==> src/rtl/instr_cache_pkg.sv <==
// instr_cache_pkg: address field layout, block geometry and FSM encoding shared by the instruction cache
package instr_cache_pkg;

    localparam int ADDR_W   = 10;
    localparam int TAG_W    = 3;
    localparam int IDX_W    = 3;
    localparam int WSEL_W   = 2;
    localparam int TAG_LSB  = 7;
    localparam int IDX_LSB  = 4;
    localparam int WSEL_LSB = 2;
    localparam int SETS     = 1 << IDX_W;
    localparam int WORD_W   = 32;
    localparam int BLOCK_W  = 128;
    localparam int BADDR_W  = ADDR_W - IDX_LSB;

    typedef enum logic [1:0] {
        IDLE     = 2'd0,
        MEM_READ = 2'd1,
        UPDATE   = 2'd2
    } state_e;

    // Word 0 of a block sits in the least significant 32 bits.
    function automatic logic [WORD_W-1:0] sel_word(input logic [BLOCK_W-1:0] blk,
                                                   input logic [WSEL_W-1:0]  w);
        return blk[WORD_W*w +: WORD_W];
    endfunction

endpackage

==> src/rtl/instr_cache_array.sv <==
// instr_cache_array: direct-mapped valid/tag/data storage with one combinational lookup and one write port
module instr_cache_array
    import instr_cache_pkg::*;
(
    input  logic               CLK,
    input  logic               RESET,
    input  logic [IDX_W-1:0]   rd_idx_i,
    input  logic [TAG_W-1:0]   rd_tag_i,
    output logic               match_o,
    output logic [BLOCK_W-1:0] rd_data_o,
    input  logic               we_i,
    input  logic [IDX_W-1:0]   wr_idx_i,
    input  logic [TAG_W-1:0]   wr_tag_i,
    input  logic [BLOCK_W-1:0] wr_data_i
);

    logic [SETS-1:0]    valid_q;
    logic [TAG_W-1:0]   tag_q  [SETS];
    logic [BLOCK_W-1:0] data_q [SETS];

    // Valid bits are the only storage cleared by reset; a fill marks its set valid.
    always_ff @(posedge CLK or negedge RESET) begin
        if (!RESET) valid_q <= '0;
        else if (we_i) valid_q[wr_idx_i] <= 1'b1;
    end

    // Tag and data are qualified by valid, so they are left unreset.
    always_ff @(posedge CLK) begin
        if (we_i) begin
            tag_q[wr_idx_i]  <= wr_tag_i;
            data_q[wr_idx_i] <= wr_data_i;
        end
    end

    assign match_o   = valid_q[rd_idx_i] && (tag_q[rd_idx_i] == rd_tag_i);
    assign rd_data_o = data_q[rd_idx_i];

endmodule

==> src/rtl/instr_cache.sv <==
// instr_cache: 8-set direct-mapped instruction cache, 16-byte blocks, zero-wait hits, blocking refill FSM.
// Define INSTR_CACHE_STATS_EN to add saturating hit_count/miss_count outputs.
module instr_cache
    import instr_cache_pkg::*;
(
    input  logic               CLK,
    input  logic               RESET,
    input  logic [ADDR_W-1:0]  address,
    input  logic               read,
    output logic [WORD_W-1:0]  instruction,
    output logic               busywait,
    output logic               mem_read,
    output logic [BADDR_W-1:0] mem_address,
    input  logic [BLOCK_W-1:0] mem_readdata,
    input  logic               mem_busywait
`ifdef INSTR_CACHE_STATS_EN
    ,
    output logic [15:0]        hit_count,
    output logic [15:0]        miss_count
`endif
);

    state_e             state_q, state_d;
    logic [BADDR_W-1:0] blk_q, blk_d;
    logic [BLOCK_W-1:0] fill_q, fill_d;
    logic [WORD_W-1:0]  instr_q;
    logic               match, hit;
    logic [BLOCK_W-1:0] rd_data;
    logic [WORD_W-1:0]  rd_word;
    logic               unused_ok;

    instr_cache_array u_array (
        .CLK       (CLK),
        .RESET     (RESET),
        .rd_idx_i  (address[IDX_LSB +: IDX_W]),
        .rd_tag_i  (address[TAG_LSB +: TAG_W]),
        .match_o   (match),
        .rd_data_o (rd_data),
        .we_i      (state_q == UPDATE),
        .wr_idx_i  (blk_q[IDX_W-1:0]),
        .wr_tag_i  (blk_q[BADDR_W-1:IDX_W]),
        .wr_data_i (fill_q)
    );

    // Byte offset within the word never affects a word fetch.
    assign unused_ok   = ^address[WSEL_LSB-1:0];
    assign hit         = read && match;
    assign rd_word     = sel_word(rd_data, address[WSEL_LSB +: WSEL_W]);
    assign instruction = hit ? rd_word : instr_q;
    assign busywait    = RESET && read && !hit;
    assign mem_read    = (state_q == MEM_READ);
    assign mem_address = blk_q;

    // Next state: miss starts a fill of the latched block, memory completion captures it, one write cycle.
    always_comb begin
        state_d = state_q;
        blk_d   = blk_q;
        fill_d  = fill_q;
        case (state_q)
            IDLE: begin
                if (read && !hit) begin
                    state_d = MEM_READ;
                    blk_d   = address[ADDR_W-1:IDX_LSB];
                end
            end
            MEM_READ: begin
                if (!mem_busywait) begin
                    state_d = UPDATE;
                    fill_d  = mem_readdata;
                end
            end
            UPDATE:  state_d = IDLE;
            default: state_d = IDLE;
        endcase
    end

    // FSM state and the last served word, both cleared asynchronously.
    always_ff @(posedge CLK or negedge RESET) begin
        if (!RESET) begin
            state_q <= IDLE;
            instr_q <= '0;
        end else begin
            state_q <= state_d;
            instr_q <= instruction;
        end
    end

    // Latched fill address and captured block need no reset: only used once a fill has started.
    always_ff @(posedge CLK) begin
        blk_q  <= blk_d;
        fill_q <= fill_d;
    end

`ifdef INSTR_CACHE_STATS_EN
    logic [15:0] hit_q, miss_q;

    // Saturating counters: hits counted per IDLE hit cycle, misses per fill start.
    always_ff @(posedge CLK or negedge RESET) begin
        if (!RESET) begin
            hit_q  <= '0;
            miss_q <= '0;
        end else begin
            if (state_q == IDLE && hit && hit_q != 16'hFFFF) hit_q <= hit_q + 16'd1;
            if (state_q == IDLE && read && !hit && miss_q != 16'hFFFF) miss_q <= miss_q + 16'd1;
        end
    end

    assign hit_count  = hit_q;
    assign miss_count = miss_q;
`endif

endmodule

==> config.mk <==
export PLATFORM = sky130hd
export DESIGN_NAME = instr_cache
export DESIGN_NICKNAME = d
export VERILOG_FILES = /design/src/rtl/instr_cache_pkg.sv /design/src/rtl/instr_cache_array.sv /design/src/rtl/instr_cache.sv
export SDC_FILE = /design/constraint.sdc
export NUM_CORES = 1
export LEC_CHECK = 0
export BUFFER_PORTS_ARGS = -buffer_cell sky130_fd_sc_hd__buf_2
export CAP_MARGIN = 20
export CORE_MARGIN = 4
export CORE_UTILIZATION = 40
export CTS_CLUSTER_SIZE = 25
export DETAILED_ROUTE_END_ITERATION = 6
export PLACE_DENSITY = 0.64
export SETUP_SLACK_MARGIN = 0.3
export SLEW_MARGIN = 0
export SYNTH_ARGS = -nofsm -noshare
export SYNTH_HDL_FRONTEND = slang
export SYNTH_SLANG_ARGS = --single-unit
==> constraint.sdc <==
create_clock -name CLK -period 15.25 [get_ports CLK]
set_input_delay 2.2875 -clock CLK [delete_from_list [all_inputs] [get_ports CLK]]
set_output_delay 2.2875 -clock CLK [all_outputs]
set_load 0.1 [all_outputs]
* Word level (Yosys, flattened, before mapping)
Memory sizes are Yosys's and may differ from the RTL's.
Index checks and enable logic that the tools add are counted.
** Storage, ports and cells
- ROM bits :: 0
- RAM bits :: 1048
- Register bits :: 176
- Memories :: 2
- Bits of input ports :: 142
- Word-level logic and storage cells :: 39
- Output and inout bits :: 40
- Latch bits :: 0
** Memory list
- u_array.data_q :: words 8, width 128, rd ports 1, clocked after Yosys merged registers in 0, wr ports 1, RTL line instr_cache_array.sv:19 : logic [BLOCK_W-1:0] data_q [SETS];
- u_array.tag_q :: words 8, width 3, rd ports 1, clocked after Yosys merged registers in 0, wr ports 1, RTL line instr_cache_array.sv:18 : logic [TAG_W-1:0] tag_q [SETS];
** Cells by class
- Multipliers :: 0
- Divide/modulo/power cells :: 0
- Order comparisons :: 3
- Muxes and demuxes :: 10
- Bitwise gates (word level) :: 2
- Reductions and logical operators :: 11
- Add/subtract/negate cells :: 0
- Eq/ne operators :: 5
- Shifts and indexed selects :: 1
** Operator list (count)
- indexed part select 128 x 8 -> 32 bit :: 1
- two-way mux 32 bit :: 1
- less-than comparator 3 x 4 -> 1 bit (second input constant) :: 2
- bitwise OR 8 bit :: 1
- logical AND 1 bit :: 6
- AND reduction 2 bit :: 3
- two-way mux 1 bit :: 4
- two-way mux 2 bit :: 2
- inequality test 2 bit (second input constant) :: 2
- case mux 2 bit (2 select lines) :: 1
- binary-select mux 1 bit (select 3 bit) :: 1
- demux 1 bit (select 3 bit) :: 1
- == test 3 bit :: 1
- >= comparator 3 x 1 -> 1 bit (second input constant) :: 1
- == test 2 x 1 -> 1 bit (second input constant) :: 1
- == test 2 bit (second input constant) :: 1
- logical NOT 2 bit :: 1
- logical NOT 1 bit :: 1
- NOT 1 bit :: 1

* Logic depth before layout (Yosys ltp)
- Word-level depth :: 8
- Depth in mapped cells :: 9
- Mapped depth without buffers :: 5

* Cells and area by module
Synthesis repeated with hierarchy kept, for this count alone.
** Unflattened totals
- Cell total of the unflattened synthesis :: 1803
- Area, all modules :: 45919.0 um^2
** By module, submodules not included
- instr_cache_array :: area each 39685.6 um^2, sequential area each 31670.4 um^2, instances 1, cells an instance 1552
- instr_cache :: area each 6233.5 um^2, sequential area each 4874.7 um^2, instances 1, cells an instance 251

* Worst setup path before layout
OpenSTA, ideal clock, no wires.
- Path type :: flip-flop to flip-flop
- Start point :: register blk_q[0] (netlist: mem_address[0])
- End point :: register u_array.valid_q[0]
- Clock period less this slack :: 11.262 ns
- Cell stages (with the launch flop) :: 4
- Required time :: 15.128 ns
- Arrival time :: 11.140 ns
- Buffers on the path :: 0
- Library setup time :: 0.122 ns
- Slack :: 3.988 ns
- Cells stage by stage :: edfxtp_1 or3b_2 nor3_1 or2_2
** Between the ends
- Word-level cells in the longest chain between the ends :: 5
- Elaborated cells on any way between the ends :: 6
- Classes of those cells :: order compare: 2; mux: 2; bitwise: 1; reduce/logical: 1
** Ends and longest elaborated chain
- start: declaration :: RTL line instr_cache.sv:24 : logic [BADDR_W-1:0] blk_q, blk_d;
- start signal: assignment :: RTL line instr_cache.sv:90 : blk_q <= blk_d;
- less-than comparator 3 x 4 -> 1 bit (implied by the code) / >= comparator 3 x 1 -> 1 bit (equally long branches) :: RTL line instr_cache_array.sv:24 : else if (we_i) valid_q[wr_idx_i] <= 1'b1;
- logical AND 1 bit (implied by the code) :: RTL line instr_cache_array.sv:24
- two-way mux 1 bit (implied by the code) :: RTL line instr_cache_array.sv:24
- demux 1 bit (select 3 bit) *
- bitwise OR 8 bit (no line) *
- end signal: assignment :: RTL line instr_cache_array.sv:23 : if (!RESET) valid_q <= '0;
- end signal: indexed assignment :: RTL line instr_cache_array.sv:24
- end: declaration :: RTL line instr_cache_array.sv:17 : logic [SETS-1:0] valid_q;
Mark *: on every way between the ends. The rest lies on a longest branch, timed or not.
A chain may end at the register's enable or synchronous reset.

* Final worst setup path
- Start point :: input address[4]
- End point :: output instruction[29]
** Between the ends
- Word-level cells in the longest chain between the ends :: 5
- Elaborated cells on any way between the ends :: 9
- Classes of those cells :: eq/ne: 1; shift: 1; mux: 3; reduce/logical: 2; memory: 2
** Ends and longest elaborated chain
- start: declaration :: RTL line instr_cache.sv:8 : input logic [ADDR_W-1:0] address,
- parallel branches: the longest is 4 deep, another holds memory read (8 x 128 bit)
- two-way mux 32 bit * :: RTL line instr_cache.sv:49 : assign instruction = hit ? rd_word : instr_q;
- end: declaration :: RTL line instr_cache.sv:10 : output logic [WORD_W-1:0] instruction,
Every way passes the cells marked *. The select of a mux whose other input is x is not followed.

==> reports/qor.csv <==
metric,value,unit
synth_top_family_by_area,multiplexers,
ant_nets,0,
ctsResizeCount,0,
yosys-top-cells-area,"edfxtp_1, mux4_2, dfrtp_1",
area_growth,15.5,%
gp_congestion,0.697,
timing.final.crit_share,0.611,
final_cell_mix,"edfxtp_1, mux4_2, buf_2, clkbuf_16",
grt_setup_unrepaired,false,
setup_tns,0,ns
r2r_setup_slack,11.40,ns
layout-drive-gt1-share,0.324,
yosys_warnings,0,
vias,20522,
core_area,111000,µm²
grt_max_degree,133,
hpwl,53.8,mm
cp.buffers_inverters,4,
cts_htree_levels,4,
power_per_cell_area,155,nW/µm²
die_h,344,µm
wl_per_cell,27.9,µm
drt_first_pass_iters,5,
num_io_pins,182,
crit_chain,buf_8 > buf_4 > buf_4 > mux4_2 > a22o_1 > o21ai_0 > o31ai_1 > mux2_4 > buf_2,
ys_ff_latch,1224,
critical-path-top-delay-family,buffers and inverters,
drv_slew,0,
path_clk_slew,0.06,ns
final_area,52100,µm²
initial_core_util,0.406,
fin_crit,9.31,ns
hold_viol,0,
syn_inst,1863,
status,"complete, no violations",
critical_path_arrival,7.03,ns
leakagePower,16.7,nW
crit_path_end,instruction[29],
max_stage_delay,0.87,ns
required,12.96,ns
synth_nets,2005,
rows,122,
netlist.area_leader.share,0.786,
synth-compound-area-share,0.0304,
grt_pass1_vias,21705,
viasPerCell,5.54,
die_area,118000,µm²
tritoncts,done,
hold_buffers,0,
grt_pass1_wl,151,mm
synth_area,45100,µm²
finalSetupViolations,0,
place_area,47900,µm²
crit_path_max_fanout,63,
synthXorXnorAreaFrac,0.000582,
yosysTopAreaCell,edfxtp_1,
nNetsFinal,2254,
synth-simple-area-share,0.00488,
synth_cell_type_count,33,
die_x,344,µm
cpMaxStageDelayCell,buf_4,
timing.fmax,107,MHz
startpoint,address[4],
synthAdderAreaFrac,0,
syn_avg_cell_area,24.2,µm²
ir_drop,0.000129,V
hold_ws,0.463,ns
fin_skew,0.0259,ns
cts_buffer_depth,3,
diodes,0,
crit_path_start_kind,primary input,
fin_cells,3704,
dp_cells,3466,
worst-r2r-cell-count,5,
endpoint_kind,primary output,
antenna_found_initial,10,
seq_area_frac_synth,0.810,
crit_top_cell,buf_4,
drcViolationCount,0,
wl,103,mm
crit_type,in -> out,
cts_root_buf,clkbuf_16,
worstMarginPinSlew,1.09,ns
final_common_cell,edfxtp_1,
slew_headroom,0.274,
drtIter0Drc,1809,
regToRegEndpoint,u_array.data_q[0][81]$_DFFE_PP_,
synthMuxAreaShare,0.144,
overflow,0,
hold_path.class,reg -> reg,
cts_setup_buffers,0,
clock-sinks,1224,
grt_use_total,0.176,
cap_violations,0,
cts_made_buffers,131,
worstSetupPathDepth,9,
r2r_start,mem_address[0]$_DFFE_PP_,
numPortBuffers,179,
insertion_delay,0.73,ns
through the flow:
step / total power, mW / util / setup WS (ns)
global placement: 5.01 / 0.430 / 5.87
floorplan: 4.79 / - / 3.99
finish: 8.07 / 0.468 / 5.94
CTS: 8.16 / 0.468 / 5.79
detailed placement: 5.04 / 0.430 / 5.80
global route: 8.36 / 0.468 / 5.35
area by class of cell:
cell class	instances	area [µm²]
clock buffers	166	3510
flip-flops and latches	1224	36500
clock inverters	71	723
well taps	1488	1860
multi-input cells	540	8200
fillers	8965	59200
repair buffers	215	1290
cell usage after synthesis, drive strengths merged:
cell type and number:
and2 2, nand3b 1, o21ai 32, mux2 33, o22ai 64, or3b 1, dfrtp 42, and3 2
nor2b 5, or2 9, clkbuf 53, o31ai 32, nor2 8, mux2i 12, nand2 2, xor2 2
buf 46, nand4b 1, xnor2 1, nor3 2, mux4 261, nand2b 4, a32o 1, a22o 64
edfxtp 1182, and4b 1
metal layers:
layer  track usage  wire length (µm)
met5             0                28
met3        0.0335              6690
met2         0.288             51100
met1         0.246             43800
met4        0.0474              1880
sequential cells by signal, summed over array words and instances (netlist names):
signal	flops
mem_address	6
state_q	2
u_array.data_q	1024
fill_q	128
instr_q	32
u_array.valid_q	8
u_array.tag_q	24
report_power, final:
part | total, mW | switching (mW) | internal [mW]
Clock | 3.11 | 1.27 | 1.84
Sequential | 4.09 | 0.126 | 3.97
Combinational | 0.868 | 0.643 | 0.225
Total | 8.07 | 2.04 | 6.03
worst min path at each step:
stage / startpoint / end / slack (ns) / depth (start not counted)
2_1_floorplan: u_array.valid_q[2]$_DFFE_PN0P_ / u_array.valid_q[2]$_DFFE_PN0P_ / 0.43 / 1
3_3_place_gp: u_array.valid_q[5]$_DFFE_PN0P_ / u_array.valid_q[5]$_DFFE_PN0P_ / 0.45 / 1
3_5_place_dp: u_array.valid_q[7]$_DFFE_PN0P_ / u_array.valid_q[7]$_DFFE_PN0P_ / 0.45 / 1
4_1_cts: u_array.valid_q[7]$_DFFE_PN0P_ / u_array.valid_q[7]$_DFFE_PN0P_ / 0.46 / 1
5_1_grt: u_array.valid_q[5]$_DFFE_PN0P_ / u_array.valid_q[5]$_DFFE_PN0P_ / 0.48 / 1
6_report: u_array.valid_q[5]$_DFFE_PN0P_ / u_array.valid_q[5]$_DFFE_PN0P_ / 0.46 / 1
logic make-up (layout without fill, tap and decap cells):
group	after synthesis	after routing
xor gates and xnor gates	3	3
DFF	1224	1224
buffers and inverters	99	452
AOI/OAI and AO/OA	193	193
and+or+nand+nor	38	38
muxes	306	306
Note: power is estimated with default switching activity, not from simulation.
